`config.mk`:
```
export PLATFORM = sky130hd
export DESIGN_NAME = uart_tx_arbiter_flat
export DESIGN_NICKNAME = d
export VERILOG_FILES = /design/src/rtl/uart_tx_arbiter_if.sv /design/src/rtl/uart_tx_arbiter.sv /design/src/flat_wrapper.sv
export SDC_FILE = /design/constraint.sdc
export NUM_CORES = 1
export LEC_CHECK = 0
export CAP_MARGIN = 20
export CORE_MARGIN = 4
export CORE_UTILIZATION = 41
export CTS_CLUSTER_SIZE = 20
export DETAILED_ROUTE_END_ITERATION = 7
export GPL_ROUTABILITY_DRIVEN = 0
export PLACE_DENSITY = 0.83
export SLEW_MARGIN = 20
export SYNTH_ARGS = -nofsm -noshare
export SYNTH_HDL_FRONTEND = slang
export SYNTH_SLANG_ARGS = --single-unit
```
`constraint.sdc`:
```
create_clock -name CLK -period 2.5 [get_ports CLK]
set_input_delay 0.25 -clock CLK [delete_from_list [all_inputs] [get_ports CLK]]
set_output_delay 0.25 -clock CLK [all_outputs]
set_load 0.01 [all_outputs]
```
`src/rtl/uart_tx_arbiter_if.sv`:
```
// ---------------------------------------------------------------------------
// uart_tx_arbiter_if
// Purpose : bundles the requester-side and UART-TX-side signals of the
//           uart_tx_arbiter into one interface.
// Modports:
//   master - the arbiter's view: consumes requests/config/TX_BUSY, drives
//            REQ_ACK, TX_P_DATA, TX_DATA_VALID, TX_PAR_EN, TX_PAR_TYP,
//            GRANT_ID and TX_ERR.
//   slave  - the environment's view (requesters plus UART TX), the mirror.
// Signals:
//   REQ_VALID  [NUM_REQ]            per-requester frame pending
//   REQ_DATA   [NUM_REQ*DATA_WIDTH] requester i byte at [i*DATA_WIDTH +: DATA_WIDTH]
//   REQ_ACK    [NUM_REQ]            one-cycle capture pulse
//   CFG_PAR_EN, CFG_PAR_TYP         parity config, sampled at capture
//   TX_BUSY                         busy from the UART TX
//   TX_P_DATA  [DATA_WIDTH]         byte to the UART TX
//   TX_DATA_VALID                   one-cycle frame-start strobe
//   TX_PAR_EN, TX_PAR_TYP           parity config held for the frame
//   GRANT_ID   [clog2(NUM_REQ)]     owner of the current frame
//   TX_ERR                          one-cycle busy-rise timeout pulse
// ---------------------------------------------------------------------------
interface uart_tx_arbiter_if #(
    parameter int NUM_REQ    = 4,
    parameter int DATA_WIDTH = 8
);
    localparam int ID_W = $clog2(NUM_REQ);

    logic [NUM_REQ-1:0]            REQ_VALID;
    logic [NUM_REQ*DATA_WIDTH-1:0] REQ_DATA;
    logic [NUM_REQ-1:0]            REQ_ACK;
    logic                          CFG_PAR_EN;
    logic                          CFG_PAR_TYP;
    logic                          TX_BUSY;
    logic [DATA_WIDTH-1:0]         TX_P_DATA;
    logic                          TX_DATA_VALID;
    logic                          TX_PAR_EN;
    logic                          TX_PAR_TYP;
    logic [ID_W-1:0]               GRANT_ID;
    logic                          TX_ERR;

    modport master (
        input  REQ_VALID, REQ_DATA, CFG_PAR_EN, CFG_PAR_TYP, TX_BUSY,
        output REQ_ACK, TX_P_DATA, TX_DATA_VALID, TX_PAR_EN, TX_PAR_TYP,
               GRANT_ID, TX_ERR
    );

    modport slave (
        output REQ_VALID, REQ_DATA, CFG_PAR_EN, CFG_PAR_TYP, TX_BUSY,
        input  REQ_ACK, TX_P_DATA, TX_DATA_VALID, TX_PAR_EN, TX_PAR_TYP,
               GRANT_ID, TX_ERR
    );
endinterface

```
`src/rtl/uart_tx_arbiter.sv`:
```
// ---------------------------------------------------------------------------
// uart_tx_arbiter
// Purpose : shares one UART transmitter between NUM_REQ requesters. A
//           round-robin pick captures one requester's byte and parity config,
//           issues a single frame-start strobe, then waits for TX_BUSY to rise
//           and fall before the next grant. If busy never rises within
//           BUSY_TO cycles the frame is dropped and TX_ERR pulses.
// Ports   : CLK, RST (synchronous, active-high), bus (uart_tx_arbiter_if.master)
// Params  : NUM_REQ (>=2), DATA_WIDTH, BUSY_TO
// Option  : define UART_TX_ARB_PRIO_EN to give requester 0 strict priority;
//           requesters 1..NUM_REQ-1 then rotate among themselves and a
//           requester-0 grant leaves the round-robin pointer untouched.
//           Undefined (default): plain round-robin over all requesters.
// ---------------------------------------------------------------------------
module uart_tx_arbiter #(
    parameter int NUM_REQ    = 4,
    parameter int DATA_WIDTH = 8,
    parameter int BUSY_TO    = 16
) (
    input  logic              CLK,
    input  logic              RST,
    uart_tx_arbiter_if.master bus
);
    localparam int ID_W  = $clog2(NUM_REQ);
    localparam int TMR_W = $clog2(BUSY_TO + 1);
`ifdef UART_TX_ARB_PRIO_EN
    localparam bit PRIO_EN = 1'b1;
`else
    localparam bit PRIO_EN = 1'b0;
`endif

    typedef enum logic [1:0] {
        IDLE      = 2'd0,
        LOAD      = 2'd1,
        WAIT_BUSY = 2'd2,
        WAIT_DONE = 2'd3
    } state_t;

    state_t                state_q,   state_d;
    logic [ID_W-1:0]       ptr_q,     ptr_d;
    logic [ID_W-1:0]       gid_q,     gid_d;
    logic [TMR_W-1:0]      timer_q,   timer_d;
    logic [NUM_REQ-1:0]    ack_q,     ack_d;
    logic [DATA_WIDTH-1:0] data_q,    data_d;
    logic                  strobe_q,  strobe_d;
    logic                  par_en_q,  par_en_d;
    logic                  par_typ_q, par_typ_d;
    logic                  tx_err;

    logic                  win_found;
    logic [ID_W-1:0]       win_idx;
    logic                  win_upd_ptr;
    logic [ID_W:0]         cand_sum;
    logic [ID_W-1:0]       cand;

    // Winner search: first valid index at ptr+1, ptr+2, ... modulo NUM_REQ.
    // ptr+k never exceeds 2*NUM_REQ-1, so a single conditional subtract
    // replaces the modulo. With priority enabled, index 0 is removed from
    // the rotation and overrides it whenever it is valid.
    always_comb begin
        win_found   = 1'b0;
        win_idx     = '0;
        win_upd_ptr = 1'b1;
        cand_sum    = '0;
        cand        = '0;
        for (int k = 1; k <= NUM_REQ; k++) begin
            cand_sum = {1'b0, ptr_q} + (ID_W+1)'(k);
            if (cand_sum >= (ID_W+1)'(NUM_REQ)) begin
                cand_sum = cand_sum - (ID_W+1)'(NUM_REQ);
            end
            cand = cand_sum[ID_W-1:0];
            if (!win_found && bus.REQ_VALID[cand] && !(PRIO_EN && cand == '0)) begin
                win_found = 1'b1;
                win_idx   = cand;
            end
        end
        if (PRIO_EN && bus.REQ_VALID[0]) begin
            win_found   = 1'b1;
            win_idx     = '0;
            win_upd_ptr = 1'b0;
        end
    end

    // Next-state and output computation.
    always_comb begin
        state_d   = state_q;
        ptr_d     = ptr_q;
        gid_d     = gid_q;
        timer_d   = timer_q;
        ack_d     = '0;
        strobe_d  = 1'b0;
        data_d    = data_q;
        par_en_d  = par_en_q;
        par_typ_d = par_typ_q;
        tx_err    = 1'b0;

        case (state_q)
            IDLE: begin
                // A TX still busy from an abandoned frame blocks new grants.
                if (!bus.TX_BUSY && win_found) begin
                    ack_d     = NUM_REQ'(1) << win_idx;
                    strobe_d  = 1'b1;
                    data_d    = bus.REQ_DATA[win_idx*DATA_WIDTH +: DATA_WIDTH];
                    par_en_d  = bus.CFG_PAR_EN;
                    par_typ_d = bus.CFG_PAR_TYP;
                    gid_d     = win_idx;
                    if (win_upd_ptr) begin
                        ptr_d = win_idx;
                    end
                    state_d   = LOAD;
                end
            end
            LOAD: begin
                timer_d = '0;
                state_d = WAIT_BUSY;
            end
            WAIT_BUSY: begin
                if (bus.TX_BUSY) begin
                    state_d = WAIT_DONE;
                end else if (timer_q == TMR_W'(BUSY_TO - 1)) begin
                    // Frame dropped; pointer keeps the aborted grant, timer
                    // holds at its terminal value instead of wrapping.
                    tx_err  = 1'b1;
                    state_d = IDLE;
                end else begin
                    timer_d = timer_q + 1'b1;
                end
            end
            WAIT_DONE: begin
                // Any low cycle ends the frame, even a one-cycle dip.
                if (!bus.TX_BUSY) begin
                    state_d = IDLE;
                end
            end
            default: state_d = IDLE;
        endcase
    end

    always_ff @(posedge CLK) begin
        if (RST) begin
            state_q   <= IDLE;
            ptr_q     <= ID_W'(NUM_REQ - 1);
            gid_q     <= '0;
            timer_q   <= '0;
            ack_q     <= '0;
            data_q    <= '0;
            strobe_q  <= 1'b0;
            par_en_q  <= 1'b0;
            par_typ_q <= 1'b0;
        end else begin
            state_q   <= state_d;
            ptr_q     <= ptr_d;
            gid_q     <= gid_d;
            timer_q   <= timer_d;
            ack_q     <= ack_d;
            data_q    <= data_d;
            strobe_q  <= strobe_d;
            par_en_q  <= par_en_d;
            par_typ_q <= par_typ_d;
        end
    end

    assign bus.REQ_ACK       = ack_q;
    assign bus.TX_P_DATA     = data_q;
    assign bus.TX_DATA_VALID = strobe_q;
    assign bus.TX_PAR_EN     = par_en_q;
    assign bus.TX_PAR_TYP    = par_typ_q;
    assign bus.GRANT_ID      = gid_q;
    assign bus.TX_ERR        = tx_err;
endmodule
```
`src/flat_wrapper.sv`:
```
// flat-port wrapper written by rule: the top's interface ports become plain ports
module uart_tx_arbiter_flat 
#(
    parameter int NUM_REQ    = 4,
    parameter int DATA_WIDTH = 8,
    parameter int BUSY_TO    = 16
)
  (CLK, RST, bus_REQ_VALID, bus_REQ_DATA, bus_CFG_PAR_EN, bus_CFG_PAR_TYP, bus_TX_BUSY, bus_REQ_ACK, bus_TX_P_DATA, bus_TX_DATA_VALID, bus_TX_PAR_EN, bus_TX_PAR_TYP, bus_GRANT_ID, bus_TX_ERR);
  uart_tx_arbiter_if #(.NUM_REQ(NUM_REQ), .DATA_WIDTH(DATA_WIDTH)) bus_i ();
  input  logic CLK;
  input  logic RST;
  input wire logic [$bits(bus_i.REQ_VALID)-1:0] bus_REQ_VALID;
  input wire logic [$bits(bus_i.REQ_DATA)-1:0] bus_REQ_DATA;
  input wire logic [$bits(bus_i.CFG_PAR_EN)-1:0] bus_CFG_PAR_EN;
  input wire logic [$bits(bus_i.CFG_PAR_TYP)-1:0] bus_CFG_PAR_TYP;
  input wire logic [$bits(bus_i.TX_BUSY)-1:0] bus_TX_BUSY;
  output wire logic [$bits(bus_i.REQ_ACK)-1:0] bus_REQ_ACK;
  output wire logic [$bits(bus_i.TX_P_DATA)-1:0] bus_TX_P_DATA;
  output wire logic [$bits(bus_i.TX_DATA_VALID)-1:0] bus_TX_DATA_VALID;
  output wire logic [$bits(bus_i.TX_PAR_EN)-1:0] bus_TX_PAR_EN;
  output wire logic [$bits(bus_i.TX_PAR_TYP)-1:0] bus_TX_PAR_TYP;
  output wire logic [$bits(bus_i.GRANT_ID)-1:0] bus_GRANT_ID;
  output wire logic [$bits(bus_i.TX_ERR)-1:0] bus_TX_ERR;
  assign bus_i.REQ_VALID = bus_REQ_VALID;
  assign bus_i.REQ_DATA = bus_REQ_DATA;
  assign bus_i.CFG_PAR_EN = bus_CFG_PAR_EN;
  assign bus_i.CFG_PAR_TYP = bus_CFG_PAR_TYP;
  assign bus_i.TX_BUSY = bus_TX_BUSY;
  assign bus_REQ_ACK = bus_i.REQ_ACK;
  assign bus_TX_P_DATA = bus_i.TX_P_DATA;
  assign bus_TX_DATA_VALID = bus_i.TX_DATA_VALID;
  assign bus_TX_PAR_EN = bus_i.TX_PAR_EN;
  assign bus_TX_PAR_TYP = bus_i.TX_PAR_TYP;
  assign bus_GRANT_ID = bus_i.GRANT_ID;
  assign bus_TX_ERR = bus_i.TX_ERR;
  uart_tx_arbiter #(.NUM_REQ(NUM_REQ), .DATA_WIDTH(DATA_WIDTH), .BUSY_TO(BUSY_TO)) u_core (.CLK(CLK), .RST(RST), .bus(bus_i));
endmodule
```
==> results by group <==
Outcome
  • Outcome: finished, final reports clean

Place
  • Dpl cell area: 1912 µm²
  • DP Cell Count: between 200 and 250
  • HPWL after DPL: 2700 µm
  • IO buf count: 58

Synthesis
  • Post-synthesis sequential area ratio: 0.4078
  • Synthesized area per cell: 9.384 µm²
  • Syn. warnings: 0
  • Synthesized area: ~1300 µm²
  • Netlist cell types: 31
  • Yosys reg bits: 26
  • Synth Net Count: ~180
  • Post-Syn Instances: 136

Die
  • Die area: 4069 µm²
  • IO Pins: 59
  • Initial core utilization: 0.4474
  • CORE AREA: 2853 µm²
  • Die X-Extent: ~64 µm
  • Die height: 63.79 µm
  • Row count: 19

Layout
  • Commonest non-fill, non-tap cell in the layout: clkdlybuf4s50_1
  • Sequential Area: 520.5 µm²
  • Finished Cell Area: between 1500 and 2000 µm²
  • Post-Layout Cell Count: approximately 230
  • Layout area overhead: 53.92%
  • Most frequent cells in the layout: clkdlybuf4s50_1, dfxtp_1, nor2_1
  • Filler cell count: ~230
  • Area of the multi-input gates: 721.9 µm²
  • Share of layout cells above drive strength 1: 0.07653
  • # nets final: 240
  • # diodes: 0

GRT
  • GRT Resource Usage Total: 0.1652
  • First-pass GRT wire length: around 5500 µm
  • Grt ovf: 0
  • Number of global-route vias before repair: 1283
  • Initial antenna violation count: 0
  • Largest net degree at the start of global routing: 22

Clock tree
  • Htree depth: 1
  • # resized after CTS: 0
  • Post-CTS Hold Fix Bufs: 0
  • Root Buffer: clkbuf_4
  • CTS clk-pin slew, worst paths: about 0.14 ns
  • Clk Latency, worst-skew pair: roughly 0.33 ns
  • Postcts setup bufs: 0
  • CTS tree: done
  • Max Root-Sink Buffers: 2
  • TritonCTS buffer count: 3
  • Clock Sinks: 26

Power and ir drop
  • Final Total Pwr: 1.064 mW
  • Sequential share of power: 0.445
  • Comb power frac: 0.284
  • Power per cell area: roughly 540 nW/µm²
  • Int Pwr: just under 0.8 mW
  • Clock share of power: 0.271
  • Sw frac: 0.2618
  • Peak VDD IR: 541.2 µV
  • Switching Power: 0.2785 mW
  • Leakage: 0.7930 nW

Worst setup path
  • Crit Path Category: flop to output port
  • Worst Path Arrival: 2.02 ns
  • Startpoint types: flop
  • Worst-path maximum fanout: 4
  • Critical Path End Type: output port
  • Worst EP required: 2.25 ns

STA
  • Worst-Margin Slew: ~0.50 ns
  • RSZ-0062 raised after global routing: no
  • Fin crit period: 2.272 ns
  • Clock skew: approximately 0.0088 ns
  • Tcrit/Tclk final: 0.9090
  • Setup-failing EPs final: 0
  • Final slew viol count: 0
  • Max_slew headroom: 0.6646
  • Final TNS setup: 0 ns
  • Final-report hold violation count: 0
  • Fmax achieved: 0.4401 GHz

Routing
  • Vias/cell: between 5 and 6
  • Pre-antenna DRT Iters: 4
  • DR vias: 1248
  • DR WL/cell: around 15 µm
  • Routed wire length: 3338 µm
  • DRC viols: 0
  • Detailed Route Iter0 Violations: 34
  • Final antenna-violating net count: 0

Flow run
  • Max-capacitance violation count: 0

Min path
  • Hold Crit Class: input pin to flop
## power groups by stage
stage / Sequential, mW / Clock, mW / Combinational (mW)
after floorplan: 0.490 / 0 / 0.137
after global placement: 0.482 / 0 / 0.296
after detailed placement: 0.483 / 0 / 0.304
after CTS: 0.474 / 0.297 / 0.305
after global routing: 0.479 / 0.313 / 0.327
final: 0.474 / 0.288 / 0.302
## sequential cells by signal, indices dropped and copies added, names as in the netlist
signal                    cells
u_core.bus.TX_P_DATA          8
u_core.bus.REQ_ACK            4
u_core.timer_q                5
u_core.bus.TX_PAR_EN          1
u_core.bus.TX_PAR_TYP         1
u_core.ptr_q                  2
u_core.bus.GRANT_ID           2
u_core.bus.TX_DATA_VALID      1
u_core.state_q                2
## critical path, stage by stage, from the launching register on
cell	delay (ns)
dfxtp_1	0.41
ha_1	0.20
and3_1	0.17
ha_1	0.21
and3_1	0.17
clkdlybuf4s50_1	0.53
## area by class of cell
class / count / share of cell area
Clock buffer: 3 / 0.01146
Clock inverter: 1 / 0.01529
Inverter: 4 / 0.007643
Multi-Input combinational cell: 101 / 0.3675
Sequential cell: 26 / 0.2650
Tap cell: 31 / 0.01975
Timing Repair Buffer: 61 / 0.3134
## kinds of logic (layout without fill, tap and decap cells)
logic type	Yosys count	after routing	synth area share
mux	16	16	0.1255
buf+inv	9	69	0.03235
simple gates	51	51	0.2255
flops	26	26	0.4078
compound gates	31	31	0.1824
xor+xnor	1	1	0.006864
fa+ha+maj	2	2	0.01960
## synth_stat cells, drive strengths merged
cell type   n  area share
nor4b       1       0.012
dfxtp      26        0.41
nand4       1      0.0049
a31oi       1      0.0049
nor3        2      0.0078
nand2b      3       0.015
a21oi      12       0.047
clkbuf      3      0.0088
a211o       1      0.0069
nand3       1      0.0039
nand2      10       0.033
a22o        1      0.0069
nor2b       1      0.0049
nand3b     10       0.059
mux2i      16        0.13
o21ai       3       0.012
or2         1      0.0049
a2111o      1       0.017
xor2        1      0.0069
and3        2      0.0098
a2111oi     1       0.012
ha          2       0.020
buf         2       0.012
nor2       19       0.071
o221ai      8       0.055
a211oi      3       0.022
inv         4       0.012
## metal layers
layer / global-route usage / vias to the layer above / share of wire
met3: 0.04028 / 6 / 0.036
met2: 0.3200 / 31 / 0.55
met1: 0.1715 / 589 / 0.40
met4: 0.05391 / 0 / 0.014
met5: 0 / - / 0
li1: - / 622 / -
## worst paths after layout
path / start / endpoint / slack [ns] / cells past startpoint
setup reg to reg: u_core.timer_q[0] / u_core.timer_q[3] / 0.56 / 7
setup / recovery: u_core.timer_q[0] / bus_TX_ERR / 0.23 / 5
hold reg to reg: u_core.bus.TX_PAR_EN / u_core.bus.TX_PAR_EN / 0.47 / 2
hold / removal: bus_CFG_PAR_EN / u_core.bus.TX_PAR_EN / 0.47 / 3
## per-stage QoR
| stage | utilization | setup slack, ns | hold WS [ns] |
|---|---|---|---|
| after CTS | 0.6886 | 0.2190 | 0.4618 |
| after global placement | 0.6702 | 0.4800 | 0.4554 |
| final | 0.6886 | 0.2276 | 0.4706 |
| after detailed placement | 0.6702 | 0.3773 | 0.4567 |
| after floorplan | - | 0.7477 | 0.3272 |
| after global routing | 0.6886 | 0.1225 | 0.4495 |
Note: power is estimated with default switching activity, not from simulation.
==> RTL edit 1: new RTL, same flow settings <==
`NUM_REQ` is set to 4 in 3 places; all go to 2.
--- a/src/rtl/uart_tx_arbiter_if.sv
+++ b/src/rtl/uart_tx_arbiter_if.sv
@@ -20,7 +20,7 @@
 //   TX_ERR                          one-cycle busy-rise timeout pulse
 // ---------------------------------------------------------------------------
 interface uart_tx_arbiter_if #(
-    parameter int NUM_REQ    = 4,
+    parameter int NUM_REQ    = 2,
     parameter int DATA_WIDTH = 8
 );
     localparam int ID_W = $clog2(NUM_REQ);
--- a/src/rtl/uart_tx_arbiter.sv
+++ b/src/rtl/uart_tx_arbiter.sv
@@ -13,7 +13,7 @@
 //           Undefined (default): plain round-robin over all requesters.
 // ---------------------------------------------------------------------------
 module uart_tx_arbiter #(
-    parameter int NUM_REQ    = 4,
+    parameter int NUM_REQ    = 2,
     parameter int DATA_WIDTH = 8,
     parameter int BUSY_TO    = 16
 ) (
--- a/src/flat_wrapper.sv
+++ b/src/flat_wrapper.sv
@@ -1,7 +1,7 @@
 // flat-port wrapper written by rule: the top's interface ports become plain ports
 module uart_tx_arbiter_flat 
 #(
-    parameter int NUM_REQ    = 4,
+    parameter int NUM_REQ    = 2,
     parameter int DATA_WIDTH = 8,
     parameter int BUSY_TO    = 16
 )
Interface: changed (resized bus_GRANT_ID, bus_REQ_ACK, bus_REQ_DATA and bus_REQ_VALID); port bits go from 59 to 38. No check against the original RTL was run, so the function may have changed too.
==> RTL edit 1 against the unedited design <==
Wire length decreased by 26%. Synthesized area decreased by 22%. Cell area decreased by 28%. Largest power group unchanged. Sequential cell count decreased by 4. Total power decreased by 29%. Worst setup slack got worse by 0.073 ns. First-iteration DRC count decreased by 71%. Synthesized cell count decreased by 15%.
==> RTL edit 1: results (changes against the unedited design) <==
Outcome
  • Status: completed

Placed design
  • IO buf count: 37 (-36%)
  • Area after DPL: 1380 µm² (-28%)
  • Detailed placement HPWL: 1.85 mm (-31%)
  • Placed Cells: 174 (-22%)

Setup path
  • FF-to-FF path depth: 6 (-1)
  • Worst-path fanout max: 4 (unchanged)
  • Reg2Reg Capture Point: u_core.timer_q[2]
  • Max incr delay on CP: 0.58 ns (+0.05 ns)
  • Flop2flop setup slack: 0.33 ns (-0.23 ns)
  • CP Class: register to output pin
  • Worst path arrival time: 2.10 ns (+0.08 ns)

Global route
  • GRT Total Usage: 0.160 (-0.00490)
  • Largest net degree at the start of global routing: 22 (unchanged)
  • First-pass GRT wire length: 4.15 mm (-24%)
  • Met1 global-route usage: 0.180 (+0.00892)
  • Number of global-route vias before repair: 980 (-24%)
  • Grt met2 use: 0.277 (-0.0427)
  • Met3 Track Usage GR: 0.0633 (+0.0231)

Yosys
  • Yosys cell types: 26 (-16%)
  • Cells after Synth: 116 (-15%)
  • Post-synth top area share: 0.443 (+0.0355)
  • Seq/Total Area, Yosys: 0.443 (+0.0355)
  • Post-synth net total: 141 (-21%)
  • Top post-synthesis cells by count: 22 x dfxtp_1, 16 x a21oi_1, 10 x nor3_1

Power and ir drop
  • Leak: 0.487 nW (-39%)
  • VDD IR max: 0.330 mV (-39%)

Cells and area
  • Antenna Diode Count: 0 (unchanged)
  • Net count, final: 176 (-27%)
  • Multi-input logic area: 508 µm² (-30%)
  • Layout cells sized above 1: 0.0667 (-0.00986)

Min path
  • Worst Min Path Start: u_core.bus.GRANT_ID
  • Hold Crit Class: register to register
  • Worst Hold End: u_core.bus.GRANT_ID
  • Hold depth: 2 (-1)

Detailed routing
  • Number of vias per cell: 5.52 (+0.45%)
  • WL/cell: 13.9 µm (-5.1%)
  • Drt total wl: 2.48 mm (-26%)
  • Detailed router's first-iteration violation count: 10 (-71%)

Clock network
  • Clk_lat worst skew: 0.30 ns (-0.03 ns)
  • Clock slew at reported path FFs: 0.11 ns (-0.03 ns)

Timing
  • Least-Margin Pin Slew: 0.680 ns (+0.179 ns)
  • Clk_skew: 0.00300 ns (-0.00579 ns)
[RTL edit 1: cell types whose count changed in the layout (fill, tap and decap cells not counted), moves of 9 or more]
| cell | delta |
|---|---|
| nor4b_1 | +9 |
| mux2i_1 | -15 |
| nor2_1 | -14 |
| nand3b_1 | -10 |
| clkdlybuf4s50_1 | -21 |
[RTL edit 1: cell type report]
cell class / instances / area share
clock buffer: 4 / 0.0256
sequential: 22 / 0.311
multi-input combinational: 82 / 0.359
inverter: 3 / 0.00795
tap: 28 / 0.0247
timing repair buffer: 39 / 0.272
[RTL edit 1: cell families (layout without fill, tap and decap cells)]
| logic type | count (synthesis) | count (layout) | share of synthesized area |
|---|---|---|---|
| simple gates | 55 | 55 | 0.348 |
| compound gates | 24 | 24 | 0.128 |
| flops | 22 | 22 | 0.443 |
| mux | 1 | 1 | 0.0101 |
| buf+inv | 12 | 46 | 0.0453 |
| fa+ha+maj | 2 | 2 | 0.0252 |
[RTL edit 1: stage by stage]
stage | worst slack [ns] | power (mW) | hold slack (ns)
after detailed placement | 0.379 | 0.573 | 0.475
after global routing | 0.0229 | 0.797 | 0.515
after global placement | 0.444 | 0.570 | 0.465
final | 0.154 | 0.754 | 0.490
after floorplan | 0.475 | 0.481 | 0.357
after CTS | 0.136 | 0.763 | 0.491
[RTL edit 1: layer usage]
| metal | vias up | routed length [µm] |
|---|---|---|
| met5 | - | 0 |
| met3 | 4 | 220 |
| met2 | 34 | 1200 |
| met4 | 0 | 32 |
| met1 | 448 | 1030 |
| li1 | 497 | - |
[RTL edit 1: where the power goes]
| group | total (mW) | switching [mW] | internal [mW] |
|---|---|---|---|
| clock | 0.189 | 0.0997 | 0.0888 |
| combinational | 0.174 | 0.0782 | 0.0961 |
| sequential | 0.391 | 0.0164 | 0.375 |
==> RTL edit 2: new RTL, same flow settings <==
Made on the original files. The 4 states of `state_t` get a Gray code encoding in 2 bits.
--- a/src/rtl/uart_tx_arbiter.sv
+++ b/src/rtl/uart_tx_arbiter.sv
@@ -30,10 +30,10 @@
 `endif
 
     typedef enum logic [1:0] {
-        IDLE      = 2'd0,
-        LOAD      = 2'd1,
-        WAIT_BUSY = 2'd2,
-        WAIT_DONE = 2'd3
+        IDLE      = 2'b00,
+        LOAD      = 2'b01,
+        WAIT_BUSY = 2'b11,
+        WAIT_DONE = 2'b10
     } state_t;
 
     state_t                state_q,   state_d;
Function: same outputs for any inputs over 10 cycles, from zero or initial values and one cycle with RST high; not proved beyond that.
==> RTL edit 2 against the unedited design <==
Clock power up 1%. Cell area down 2.4%. Die area down 3.0%. Count of clock-buffer cells in the layout unchanged. Worst setup slack worse by 0.054 ns. Sequential cell count unchanged. Wire length down 3.6%. Synthesized area down 3.4%. Total power down 3.7%. Largest cell class unchanged. Largest power group unchanged.
==> RTL edit 2: results (changes against the unedited design) <==
Detailed routing
  • Max Used Layer: met4
  • DR pass1 iterations: 4 (unchanged)
  • Drt total wl: 3.22 mm (-3.6%)
  • Number of vias per cell: 5.39 (-1.9%)
  • Met3 WL: 281 µm (+130%)
  • Wl on met1: 1.24 mm (-7.0%)
  • Routed wire length on met2: 1.66 mm (-9.8%)
  • Detailed router's first-iteration violation count: 48 (+41%)
  • Vias: 1224 (-1.9%)

Placed design
  • Detailed placement HPWL: 2.53 mm (-6.5%)
  • Area after DPL: 1870 µm² (-2.4%)

Timing
  • Slew margin rel.: 0.725 (+0.0608)
  • Clk_skew: 0.00658 ns (-0.00221 ns)
  • WHS: 0.468 ns (-0.00242 ns)

Setup path
  • Flop2flop setup slack: 0.53 ns (-0.03 ns)
  • Worst path arrival time: 2.08 ns (+0.06 ns)
  • Max incr delay on CP: 0.56 ns (+0.03 ns)
  • Delay-heaviest family, CP: buffers and inverters

Global route
  • Met3 Track Usage GR: 0.0665 (+0.0263)
  • Met1 global-route usage: 0.174 (+0.00282)
  • Grt met2 use: 0.326 (+0.00623)
  • GRT busiest layer: met2
  • First-pass GRT wire length: 5.68 mm (+3.7%)
  • GRT Total Usage: 0.174 (+0.00926)
  • Number of global-route vias before repair: 1363 (+6.2%)

Yosys
  • Ranking of synthesized cells by area: dfxtp_1 42%, mux2i_1 13%, nand3b_1 5.5%
  • Post-synth net total: 181 (+1.1%)
  • Seq/Total Area, Yosys: 0.422 (+0.0145)
  • Yosys cell types: 30 (-3.2%)
  • Syn Area/Cell: 8.93 µm² (-4.8%)
  • Top post-synthesis cells by count: 26 x dfxtp_1, 17 x nor2_1, 16 x mux2i_1

Outcome
  • Status: completed

Cells and area
  • Layout cells sized above 1: 0.0510 (-0.0255)
  • FILL cells: 219 (-3.1%)

Power and ir drop
  • NetSw: 0.260 mW (-6.6%)
  • Leak: 0.777 nW (-2.1%)
  • VDD IR max: 0.294 mV (-46%)
-- RTL edit 2: cell types whose count changed in the layout (fill, tap and decap cells not counted), moves of 2 or more --
| cell | before | now |
|---|---|---|
| a21o_1 | 0 | 2 |
| nand2_1 | 8 | 12 |
| nand2_2 | 2 | 0 |
| nand2b_1 | 3 | 0 |
| nand3_1 | 1 | 3 |
| or2b_1 | 0 | 2 |
| or3_1 | 0 | 2 |
-- RTL edit 2: per-stage QoR --
stage / worst slack (ns) / utilization
final: 0.173 / 0.684
after floorplan: 0.722 / -
after global routing: 0.00943 / 0.684
after global placement: 0.352 / 0.665
after CTS: 0.166 / 0.684
after detailed placement: 0.274 / 0.665
-- RTL edit 2: logic make-up (layout without fill, tap and decap cells) --
logic type / after synthesis / count (layout) / synth area share
AO/OA/AOI/OAI: 30 / 30 / 0.169
XOR/XNOR: 1 / 1 / 0.00711
adder cells (fa/ha/maj): 2 / 2 / 0.0203
buffers and inverters: 13 / 71 / 0.0487
flip-flops: 26 / 26 / 0.422
multiplexers: 16 / 16 / 0.130
AND/OR/NAND/NOR: 50 / 50 / 0.203
-- RTL edit 2: power by group through the flow --
stage	logic (mW)	clock network [mW]	registers, mW
6_report	0.268	0.292	0.464
5_1_grt	0.292	0.310	0.469
4_1_cts	0.272	0.292	0.464
3_5_place_dp	0.269	0	0.472
3_3_place_gp	0.263	0	0.473
2_1_floorplan	0.117	0	0.477
-- RTL edit 2: cell type report --
class / instances / share of cell area
Multi-Input combinational cell: 99 / 0.346
Timing Repair Buffer: 62 / 0.325
Sequential cell: 26 / 0.271
Tap cell: 31 / 0.0202
Clock inverter: 1 / 0.0157
Clock buffer: 3 / 0.0117
Inverter: 5 / 0.00978
